## config.mk

```make
export PLATFORM = sky130hd
export DESIGN_NAME = adc_word_align
export DESIGN_NICKNAME = d
export VERILOG_FILES = /design/src/rtl/adc_pkg.sv /design/src/rtl/adc_lane_align.sv /design/src/rtl/adc_word_align.sv
export SDC_FILE = /design/constraint.sdc
export NUM_CORES = 1
export LEC_CHECK = 0
export ABC_CLOCK_PERIOD_IN_PS = 7800
export CAP_MARGIN = 20
export CORE_MARGIN = 2
export CORE_UTILIZATION = 61
export CTS_CLUSTER_SIZE = 12
export DETAILED_ROUTE_END_ITERATION = 16
export PLACE_DENSITY = 0.86
export SLEW_MARGIN = 5
export SYNTH_ARGS = -nofsm -noshare
export SYNTH_HDL_FRONTEND = slang
export SYNTH_SLANG_ARGS = --single-unit
```

## constraint.sdc

```tcl
create_clock -name fclk -period 7.8 [get_ports fclk]
set_input_delay 1.17 -clock fclk [delete_from_list [all_inputs] [get_ports fclk]]
set_output_delay 1.17 -clock fclk [all_outputs]
set_load 0.1 [all_outputs]
```

## src/rtl/adc_pkg.sv

```systemverilog
// Shared types and constants for the ADC word aligner: word/offset widths,
// the default training word and the lane state encoding.
package adc_pkg;

  localparam int unsigned WORD_W    = 12;
  localparam int unsigned WIN_W     = 2 * WORD_W;
  localparam int unsigned OFFSET_W  = 4;
  localparam int unsigned NUM_LANES = 4;

  localparam logic [WORD_W-1:0]   TRAIN_PAT_DEFAULT = 12'hFC0;
  localparam logic [OFFSET_W-1:0] K_LAST            = OFFSET_W'(WORD_W - 1);

  typedef enum logic [1:0] {
    ST_IDLE   = 2'd0,
    ST_SEARCH = 2'd1,
    ST_LOCKED = 2'd2,
    ST_FAIL   = 2'd3
  } lane_state_e;

  typedef struct packed {
    lane_state_e           state;
    logic [OFFSET_W-1:0]   offset;
  } lane_status_t;

  // Select the word starting k bits up from the bottom of the {prev, raw} window.
  function automatic logic [WORD_W-1:0] align_word(input logic [WIN_W-1:0]    win,
                                                   input logic [OFFSET_W-1:0] k);
    logic [WIN_W-1:0] sh;
    sh = win >> k;
    return sh[WORD_W-1:0];
  endfunction

endpackage

```

## src/rtl/adc_lane_align.sv

```systemverilog
// One lane of the word aligner: slides a 12-bit view across the {prev, raw}
// window until the training word is seen LOCK_COUNT times in a row.
module adc_lane_align
  import adc_pkg::*;
#(
  parameter logic [WORD_W-1:0] TRAIN_PAT  = TRAIN_PAT_DEFAULT,
  parameter int unsigned       LOCK_COUNT = 8,
  parameter int unsigned       MAX_SWEEPS = 2
) (
  input  logic              fclk,
  input  logic              reset,
  input  logic              i_start,
  input  logic [WORD_W-1:0] i_raw,
  output logic [WORD_W-1:0] o_dat,
  output lane_status_t      o_status
);

  localparam int unsigned     MC_W    = $clog2(LOCK_COUNT + 1);
  localparam int unsigned     SC_W    = $clog2(MAX_SWEEPS + 1);
  localparam logic [MC_W-1:0] MC_LAST = MC_W'(LOCK_COUNT - 1);
  localparam logic [MC_W-1:0] MC_FULL = MC_W'(LOCK_COUNT);
  localparam logic [SC_W-1:0] SC_LAST = SC_W'(MAX_SWEEPS - 1);
  localparam logic [SC_W-1:0] SC_FULL = SC_W'(MAX_SWEEPS);

  lane_state_e         r_state;
  lane_state_e         w_state_nxt;
  logic [OFFSET_W-1:0] r_k;
  logic [OFFSET_W-1:0] w_k_nxt;
  logic [MC_W-1:0]     r_match_cnt;
  logic [MC_W-1:0]     w_match_cnt_nxt;
  logic [SC_W-1:0]     r_sweep_cnt;
  logic [SC_W-1:0]     w_sweep_cnt_nxt;
  logic [WORD_W-1:0]   r_prev;
  logic [WORD_W-1:0]   r_dat;
  logic [WORD_W-1:0]   w_aligned;
  logic                w_match;

  assign w_aligned = align_word({r_prev, i_raw}, r_k);
  assign w_match   = (w_aligned == TRAIN_PAT);

  // State and counters; prev and the output word update every cycle.
  always_ff @(posedge fclk) begin
    if (reset) begin
      r_state     <= ST_IDLE;
      r_k         <= '0;
      r_match_cnt <= '0;
      r_sweep_cnt <= '0;
      r_prev      <= '0;
      r_dat       <= '0;
    end else begin
      r_state     <= w_state_nxt;
      r_k         <= w_k_nxt;
      r_match_cnt <= w_match_cnt_nxt;
      r_sweep_cnt <= w_sweep_cnt_nxt;
      r_prev      <= i_raw;
      r_dat       <= w_aligned;
    end
  end

  // Search sequencing; a start overrides whatever the current state would do.
  always_comb begin
    w_state_nxt     = r_state;
    w_k_nxt         = r_k;
    w_match_cnt_nxt = r_match_cnt;
    w_sweep_cnt_nxt = r_sweep_cnt;

    if (i_start) begin
      w_state_nxt     = ST_SEARCH;
      w_k_nxt         = '0;
      w_match_cnt_nxt = '0;
      w_sweep_cnt_nxt = '0;
    end else begin
      unique case (r_state)
        ST_SEARCH: begin
          if (w_match) begin
            if (r_match_cnt == MC_LAST) begin
              w_state_nxt     = ST_LOCKED;
              w_match_cnt_nxt = MC_FULL;
            end else begin
              w_match_cnt_nxt = r_match_cnt + MC_W'(1);
            end
          end else begin
            w_match_cnt_nxt = '0;
            if (r_k == K_LAST) begin
              w_k_nxt = '0;
              // Wrapping off the last offset completes one sweep.
              if (r_sweep_cnt == SC_LAST) begin
                w_state_nxt     = ST_FAIL;
                w_sweep_cnt_nxt = SC_FULL;
              end else begin
                w_sweep_cnt_nxt = r_sweep_cnt + SC_W'(1);
              end
            end else begin
              w_k_nxt = r_k + OFFSET_W'(1);
            end
          end
        end
        ST_IDLE, ST_LOCKED, ST_FAIL: begin
          w_state_nxt = r_state;
        end
        default: begin
          w_state_nxt = ST_IDLE;
        end
      endcase
    end
  end

  assign o_dat    = r_dat;
  assign o_status = '{state: r_state, offset: r_k};

endmodule

```

## src/rtl/adc_word_align.sv

```systemverilog
// Four-lane ADC word aligner: detects train_en rising edges, runs one
// alignment lane per ADC channel and aggregates lock/fail status.
module adc_word_align
  import adc_pkg::*;
#(
  parameter logic [WORD_W-1:0] TRAIN_PAT  = TRAIN_PAT_DEFAULT,
  parameter int unsigned       LOCK_COUNT = 8,
  parameter int unsigned       MAX_SWEEPS = 2
) (
  input  logic                          fclk,
  input  logic                          reset,
  input  logic                          train_en,
  input  logic [WORD_W-1:0]             raw_A,
  input  logic [WORD_W-1:0]             raw_B,
  input  logic [WORD_W-1:0]             raw_C,
  input  logic [WORD_W-1:0]             raw_D,
  output logic [WORD_W-1:0]             dat_A,
  output logic [WORD_W-1:0]             dat_B,
  output logic [WORD_W-1:0]             dat_C,
  output logic [WORD_W-1:0]             dat_D,
  output logic                          dat_valid,
  output logic                          align_err,
  output logic [NUM_LANES*OFFSET_W-1:0] offsets
);

  logic                                 r_train_en_q;
  logic                                 r_start_armed;
  logic                                 r_dat_valid;
  logic                                 r_align_err;
  logic                                 w_start;
  logic                                 w_all_locked;
  logic                                 w_any_fail;
  logic [NUM_LANES-1:0][WORD_W-1:0]     w_raw;
  logic [NUM_LANES-1:0][WORD_W-1:0]     w_dat;
  lane_status_t [NUM_LANES-1:0]         w_status;
  logic [NUM_LANES*OFFSET_W-1:0]        w_offsets;

  assign w_raw = {raw_D, raw_C, raw_B, raw_A};

  // A level held across reset is not an edge: starts are only honoured once
  // train_en has been seen low since the last reset.
  assign w_start = train_en & ~r_train_en_q & r_start_armed;

  always_ff @(posedge fclk) begin
    if (reset) begin
      r_train_en_q  <= 1'b0;
      r_start_armed <= 1'b0;
      r_dat_valid   <= 1'b0;
      r_align_err   <= 1'b0;
    end else begin
      r_train_en_q  <= train_en;
      if (!train_en) begin
        r_start_armed <= 1'b1;
      end
      r_dat_valid   <= w_all_locked;
      r_align_err   <= w_any_fail;
    end
  end

  for (genvar l = 0; l < NUM_LANES; l++) begin : g_lane
    adc_lane_align #(
      .TRAIN_PAT  (TRAIN_PAT),
      .LOCK_COUNT (LOCK_COUNT),
      .MAX_SWEEPS (MAX_SWEEPS)
    ) u_lane (
      .fclk     (fclk),
      .reset    (reset),
      .i_start  (w_start),
      .i_raw    (w_raw[l]),
      .o_dat    (w_dat[l]),
      .o_status (w_status[l])
    );
  end

  // Status reduction across lanes and packing of the per-lane offsets.
  always_comb begin
    w_all_locked = 1'b1;
    w_any_fail   = 1'b0;
    w_offsets    = '0;
    for (int unsigned l = 0; l < NUM_LANES; l++) begin
      w_all_locked = w_all_locked & (w_status[l].state == ST_LOCKED);
      w_any_fail   = w_any_fail | (w_status[l].state == ST_FAIL);
      w_offsets[l*OFFSET_W +: OFFSET_W] = w_status[l].offset;
    end
  end

  assign dat_A     = w_dat[0];
  assign dat_B     = w_dat[1];
  assign dat_C     = w_dat[2];
  assign dat_D     = w_dat[3];
  assign dat_valid = r_dat_valid;
  assign align_err = r_align_err;
  assign offsets   = w_offsets;

endmodule

```

======== Word level (Yosys, flattened, before mapping) ========
Index checks and enable logic that the tools add are counted.
storage, ports and cells
  flip-flop bits (word level) ............. 148
  input port bits ......................... 51
  output and inout port bits .............. 66
cells by class
  add/subtract/negate cells ............... 12
  equal/unequal tests ..................... 56
  shifts and indexed selects .............. 4
  multiplexer cells ....................... 40
  bitwise logic cells ..................... 17
  reductions and logical operators ........ 25
operator list
  operator                                        count
  >> shifter 24 x 4 -> 12 bit                     4
  == test 12 bit (second input constant)          4
  2-to-1 mux 2 bit                                24
  2-to-1 mux 4 bit                                12
  adder 4 x 1 -> 4 bit (second input constant)    8
  AND reduction 4 bit                             8
  != test 3 x 1 -> 1 bit (second input constant)  8
  != test 4 x 2 -> 1 bit (second input constant)  6
  == test 2 x 1 -> 1 bit (second input constant)  8
  == test 2 bit (second input constant)           8
  == test 4 x 3 -> 1 bit (second input constant)  4
  == test 4 bit (second input constant)           4
  != test 3 bit (second input constant)           4
  != test 4 bit (second input constant)           3
  AND reduction 3 bit                             4
  OR reduction 3 bit                              4
  NOT 1 bit                                       9
  adder 2 x 1 -> 2 bit (second input constant)    4
  logical NOT 2 bit                               4
  != test 4 x 1 -> 1 bit (second input constant)  2
  AND reduction 2 bit                             4
  != test 2 bit (second input constant)           3
  AND 1 bit                                       5
  2-to-1 mux 1 bit                                4
  4 further kinds                                 6

======== Logic depth before layout (Yosys ltp) ========
Gate-level depths: netlist of run 1.
  depth in word-level cells ............... 6
  depth in mapped cells ................... 11
  depth with buffers taken out ............ 7

======== Hierarchy ========
Synthesis of run 1 repeated with hierarchy kept, for this count alone.
second synthesis, totals
  cells, all modules ...................... 871
  area, all modules ....................... 8898.5 um^2
modules (own cells, without submodules)
  module          times used  cells an instance  area each (um^2)  seq. area each (um^2)
  adc_lane_align  4           214                2187.1            720.7
  adc_word_align  1           15                 150.1             80.1

======== Least setup slack after synthesis of run 1 ========
OpenSTA, ideal clock, no wires.
  kind .................................... input port to flip-flop
  from .................................... in raw_A[9]
  to ...................................... reg g_lane[0].u_lane.r_k[0]
  setup time .............................. 123 ps
  arrival ................................. 3173 ps
  path slack .............................. 4504 ps
  cell stages on the path ................. 7
  path through ............................ mux2_2 and2_0 mux4_2 or3_4 nor4_4 nor2_2 mux2_1
on the way
  cells in the longest elaborated chain, start to end .. 4
ends and longest elaborated chain
  what                           line                  source
  from (decl)                    adc_word_align.sv:13  input logic [WORD_W-1:0] raw_A,
  >> shifter 24 x 4 -> 12 bit    adc_pkg.sv:29         sh = win >> k;
  == test 12 bit                 adc_lane_align.sv:39  assign w_match = (w_aligned == TRAIN_PAT);
  NOT 1 bit (no line)            -
  AND reduction 2 bit (no line)  -
  to (signal assigned)           adc_lane_align.sv:52  r_k <= w_k_nxt;
  to (decl)                      adc_lane_align.sv:27  logic [OFFSET_W-1:0] r_k;
No other way between the ends.
A chain may end at the register's enable or synchronous reset.

======== Worst setup path in the final report of run 1 ========
  from .................................... in raw_D[10]
  to ...................................... reg g_lane[3].u_lane.r_sweep_cnt[1]
on the way
  cells in the longest elaborated chain, start to end .. 4
ends and longest elaborated chain
  what                           line                  source
  from (decl)                    adc_word_align.sv:16  input logic [WORD_W-1:0] raw_D,
  >> shifter 24 x 4 -> 12 bit    adc_pkg.sv:29
  == test 12 bit                 adc_lane_align.sv:39
  NOT 1 bit (no line)            -
  AND reduction 3 bit (no line)  -
  to (signal assigned)           adc_lane_align.sv:54  r_sweep_cnt <= w_sweep_cnt_nxt;
  to (decl)                      adc_lane_align.sv:31  logic [SC_W-1:0] r_sweep_cnt;
No other way between the ends.

==> metrics.txt, run 1 <==
run status=complete, no violations; hold path startpoint=r_start_armed; leading area contributor after synthesis=sky130_fd_sc_hd__dfxtp_1; # H-tree levels=4; post-cts hold buffer count=0; hold violation total from the final report=0; Layout area overhead=16.1%; I/O Pins=approximately 120; syn avg cell area=~10 µm²; TritonCTS clock tree=built; number of antenna repair diodes=0; yosys synthesis warning count=0; switching share of power=between 30% and 40%; Port Buffer Count=~120; Setup violations, final=0; master cell of the clock root buffer=sky130_fd_sc_hd__clkbuf_16; first drt pass iteration count=6; part of the total power dissipated in the clock network=39.2%; Worst Hold Class=register to register; Worst setup SP type=input pin; floorplan core area=roughly 15000 µm²; start of the worst register-to-register path=g_lane[1].u_lane.r_k[0]; most frequent cells after synthesis=sky130_fd_sc_hd__dfxtp_1, sky130_fd_sc_hd__mux4_2, sky130_fd_sc_hd__nor2_1; PostCTS Resize Cnt=0; Arr. time, crit path=about 4.3 ns; EDFF count, synth=0; register share of total power=about 40%; length in cells of the worst reg-to-reg path=7; endpoint type of the worst setup path=register; capture endpoint of the worst hold path=r_start_armed; Yosys reg bits=between 100 and 150; delay of the slowest critical-path stage=0.75 ns; total die area=around 17000 µm²; final setup TNS=0 ns; non-filler instance count after layout=1219; via count of the first global-routing pass=between 7000 and 8000; total power divided by cell area=between 150 and 200 nW/µm²; post-synthesis cell type count=between 80 and 90; crit path time final=roughly 4 ns; initial core utilization=a little over three fifths; DRC=0; Row Count=between 40 and 50; layout cell share with drive strength beyond 1=18.5%; number of antenna violations at the first check in global routing=0; die span in x=between 100 and 150 µm; Detailed Route WL=roughly 23000 µm; reg2reg end=g_lane[1].u_lane.r_sweep_cnt[0]; wire per inst=approximately 19 µm; Total Power=just over 2000 µW; wire length of the first global-routing pass=37200 µm; number of setup buffers added after CTS=0; Vias/cell=approximately 6.5; part of the cycle the worst path needs=50.3%; net count of the finished layout=~1100; die height=about 130 µm; Fmax=between 200 and 300 MHz; clock skew=between 0.01 and 0.015 ns; Post-Synthesis Cell Area=a little under 10000 µm²; transition at the pin with the smallest max-transition slack=1.04 ns; detailed-placement wirelength estimate=around 15000 µm; Gate power share=slightly above 20%; Sw Pwr=620 µW; Worst-path clk slew=0.06 ns; worst vdd ir=0.000159 V; net count after synthesis=roughly 1000; Required @ worst endpoint=8.13 ns; Max stage delay cell, worst path=sky130_fd_sc_hd__nor4_4; part of the Yosys area used for sequential elements=30.7%; gp weighted congestion=about 0.89; most used standard cell by instance count after synthesis=sky130_fd_sc_hd__dfxtp_1; cell chain of the critical path=clkdlybuf4s50_1 > mux4_2 > mux2_2 > mux2i_1 > nand4b_1 > nor4_4 > o21ai_0 > a21oi_1; number of clock buffers inserted by TritonCTS=17; number of buffers on the longest clock path=2; Internal=about 1400 µW; sink count of the clock tree=~150; post-detailed-route count of antenna-violating nets=0; number of pins exceeding their max-slew limit in the final report=0; Main synth FF type=sky130_fd_sc_hd__dfxtp_1; largest cells by area after synthesis=sky130_fd_sc_hd__dfxtp_1, sky130_fd_sc_hd__mux4_2, sky130_fd_sc_hd__mux2i_1; type of the setup path with the least slack=input pin to register; count of routing violations after the opening detailed-route iteration=approximately 860; crit-path max FO=18; setup slack on the worst flop-to-flop path=~4 ns; async set-reset flop share out of synthesis=0%; leakage power=~0.0038 µW; portion of synthesized cell area occupied by the leading cell type=30.7%; unrepaired setup endpoints after global routing=false; WHS Path Cells=2; Max Cap Viol=0; Vias=around 8000; global-route total usage across every layer=27.7%; global route overflow=0; Gate Count Post-Synth=936; normalized max-slew margin=approximately 31%; placed cells=between 1000 and 1500; insertion delay of the later-clocked pin in the worst-skew pair=around 0.42 ns; largest net degree at the start of global routing=95
[power groups by stage]
stage | Combinational [µW] | Sequential [µW] | Clock [µW]
6_report | 422 | 827 | 807
3_5_place_dp | 417 | 843 | 0
4_1_cts | 419 | 827 | 819
2_1_floorplan | 194 | 956 | 0
5_1_grt | 443 | 832 | 853
3_3_place_gp | 413 | 841 | 0
[stage by stage]
stage	util, %	area, µm²	hold slack [ns]	worst slack [ns]
detailed placement	69.3	10600	0.445	3.65
finish	73.1	11200	0.452	3.87
global route	73.1	11200	0.473	3.71
global placement	69.3	10600	0.433	3.75
CTS	73.1	11200	0.454	3.88
floorplan	-	9640	0.426	4.50
[cell families after synthesis]
logic type	count (synthesis)	share of synthesized area (%)
compound gates	154	11.5
mux	177	30.8
buf+inv	104	6.26
flops	148	30.7
simple gates	341	19.2
fa+ha+maj	12	1.56
[placed cells by master, fill, tap and decap left out, drive strengths merged, types with 12 or more instances in the layout]
cell type      count
o21ai             19
clkbuf            20
a21oi             37
nor2              71
mux4              91
nor2b             64
dfxtp            148
nand3             23
a211oi            22
nand2             68
clkdlybuf4s50    115
mux2i             52
inv               18
nor3              21
and2              17
and3              13
mux2              34
ha                12
[registers in the layout, indices dropped and copies added, names as in the netlist]
register	count
g_lane.u_lane.r_prev	48
g_lane.u_lane.o_dat	48
r_start_armed	1
dat_valid	1
r_train_en_q	1
g_lane.u_lane.r_state	8
align_err	1
g_lane.u_lane.r_match_cnt	16
g_lane.u_lane.r_k	16
g_lane.u_lane.r_sweep_cnt	8
[cell type report]
cell class	instances	area [µm²]
fill	1098	4120
inverter	19	71.3
tap	211	264
timing repair buffer	126	1230
clock buffer	20	457
clock inverter	11	128
sequential	148	2970
multi-input combinational	684	6070
[worst max path at each step]
stage                            startpoint                               to  slack (ns)
global placement                  raw_D[10]          g_lane[3].u_lane.r_k[0]        3.75
detailed placement                raw_D[10]  g_lane[3].u_lane.r_match_cnt[0]        3.65
global route                      raw_D[10]  g_lane[3].u_lane.r_sweep_cnt[1]        3.71
CTS                 g_lane[1].u_lane.r_k[0]                       offsets[4]        3.88
finish                            raw_D[10]  g_lane[3].u_lane.r_sweep_cnt[1]        3.87
floorplan                          raw_A[9]          g_lane[0].u_lane.r_k[0]        4.50
[routing by layer]
layer	vias up	wire length, µm	track usage [%]	part of all wire, %
met5	-	0	0	0
met1	3852	9650	37.6	42
met3	53	1620	6.11	7.1
met4	0	482	9.55	2.1
met2	412	11100	44.2	49
li1	3660	-	-	-
[worst max-delay path: cells and delay by family]
kind	cells	cell delay, ns
multiplexers	3	1.08
AND/OR/NAND/NOR	2	0.94
buffers and inverters	1	0.55
AO/OA/AOI/OAI	2	0.52
(Power assumes the default switching activity.)
==> run 2, diff against run 1 <==
- ABC_CLOCK_PERIOD_IN_PS: 7800 -> 3550
- CORE_UTILIZATION: 61 -> 51
- PLACE_DENSITY: 0.86 -> 0.77
- clock period: 7.8 -> 3.55 ns (I/O delays scaled with it)
==> run 2 against run 1 <==
  * Non-clock buffer count is 28 higher
  * Combinational power is 120% higher
  * Via count is 0.66% lower
  * Critical path type is now register to register
  * Critical endpoint is now g_lane[2].u_lane.r_sweep_cnt[0]
  * Largest cell class unchanged
  * Largest power group is now the clock network
==> metrics.txt, run 2 (synthesized netlist as in run 1, its figures left out) <==
run status=complete, no violations; transition at the pin with the smallest max-transition slack=~1 ns; via count of the first global-routing pass=7310; DRC=0; worst vdd ir=~0.00036 V; wire per inst=18.4 µm; Max Cap Viol=0; PostCTS Resize Cnt=0; commonest cells after routing, fill and taps aside=sky130_fd_sc_hd__dfxtp_1, sky130_fd_sc_hd__clkdlybuf4s50_1, sky130_fd_sc_hd__mux4_2; Fmax=308 MHz; global route overflow=0; most heavily used metal layer in global routing=met2; die height=~140 µm; Worst Hold Class=input pin to register; detailed-placement wirelength estimate=about 17000 µm; crit path time final=approximately 3.2 ns; hold violation total from the final report=0; number of pins exceeding their max-slew limit in the final report=0; clock skew=around 0.012 ns; Worst-path clk slew=approximately 0.060 ns; filler instances=~1500; master cell of the clock root buffer=sky130_fd_sc_hd__clkbuf_16; global-route met2 utilization=a little under two fifths; total power divided by cell area=between 400 and 500 nW/µm²; post-detailed-route count of antenna-violating nets=0; area occupied by multi-input gates=around 6000 µm²; Detailed Route WL=23400 µm; Worst setup SP type=register; type of the setup path with the least slack=register to register; leakage power=roughly 0.004 µW; Required @ worst endpoint=around 3.9 ns; initial core utilization=between 50% and 60%; I/O Pins=117; placed cells=1239; sink count of the clock tree=between 100 and 150; part of the cycle the worst path needs=approximately 92%; storage element area=about 3000 µm²; count of routing violations after the opening detailed-route iteration=750; core occupancy in the finished layout=around 62%; Layout area overhead=19.0%; Port Buffer Count=116; instance area at placement=10900 µm²; unrepaired setup endpoints after global routing=false; crit-path max FO=11; Setup violations, final=0; number of antenna violations at the first check in global routing=0; net count of the finished layout=between 1000 and 1500; die span in x=about 140 µm; largest net degree at the start of global routing=about 90; final instance area=roughly 11000 µm²; number of setup buffers added after CTS=0; post-cts hold buffer count=0; insertion delay of the later-clocked pin in the worst-skew pair=about 0.43 ns; layout cell share with drive strength beyond 1=around 22%; Vias=7924; # H-tree levels=4; global routing usage on met3=3.58%; number of buffers on the longest clock path=2; non-filler instance count after layout=1271; total die area=approximately 20000 µm²; setup slack on the worst flop-to-flop path=between 0.3 and 0.4 ns; Arr. time, crit path=~3.6 ns; final setup TNS=0 ns; number of antenna repair diodes=0; Vias/cell=about 6.2; wire length of the first global-routing pass=approximately 38000 µm; endpoint type of the worst setup path=register; global-route total usage across every layer=approximately a quarter; leading cell type in the layout, fill and taps excluded=sky130_fd_sc_hd__dfxtp_1; normalized max-slew margin=33.1%; first drt pass iteration count=5; gp weighted congestion=between 0.9 and 1; number of clock buffers inserted by TritonCTS=17; Row Count=50; floorplan core area=about 19000 µm²; GR met1 Demand/Resource=32.7%; TritonCTS clock tree=built
## run 2: path summary, 6_finish.rpt
path	start	end	depth (start not counted)
min reg2reg	r_start_armed	r_start_armed	2
max reg2reg	g_lane[2].u_lane.r_k[1]	g_lane[2].u_lane.r_sweep_cnt[0]	8
max	g_lane[2].u_lane.r_k[1]	g_lane[2].u_lane.r_sweep_cnt[0]	8
min	reset	g_lane[2].u_lane.r_state[0]	2
## run 2: critical path, stage by stage, from the launching register on
cell                      delay (ns)
sky130_fd_sc_hd__dfxtp_1        0.67
sky130_fd_sc_hd__buf_4          0.28
sky130_fd_sc_hd__mux4_2         0.56
sky130_fd_sc_hd__mux2i_1        0.41
sky130_fd_sc_hd__nor4b_1        0.13
sky130_fd_sc_hd__a31oi_2        0.41
sky130_fd_sc_hd__o31ai_4        0.16
sky130_fd_sc_hd__or4_1          0.44
sky130_fd_sc_hd__a21oi_1        0.13
## run 2: where the power goes
part / internal [µW] / leakage, µW / switching [µW]
combinational: 359 / 0.00249 / 589
sequential: 1740 / 0.00122 / 71.3
clock: 1130 / 0.000297 / 746
total: 3230 / 0.00401 / 1410
## run 2: final cells by class
type / count / area share [%]
multi-input cells: 684 / 52.9
flip-flops and latches: 148 / 25.9
repair buffers: 154 / 12.7
clock buffers: 18 / 3.83
well taps: 234 / 2.55
clock inverters: 14 / 1.54
inverters: 19 / 0.622
## run 2: per-layer routing
layer | share of wire, % | wire length, µm
met5 | 0 | 0
met4 | 1.8 | 414
met3 | 5.8 | 1370
met2 | 49 | 11300
met1 | 44 | 10300
## run 2: metrics by stage
stage / power [µW] / setup WS, ns / hold slack [ns]
floorplan: 2530 / 0.864 / 0.426
global placement: 2780 / 0.174 / 0.433
detailed placement: 2790 / 0.121 / 0.441
CTS: 4660 / 0.303 / 0.305
global route: 4800 / 0.0420 / 0.327
finish: 4640 / 0.302 / 0.318
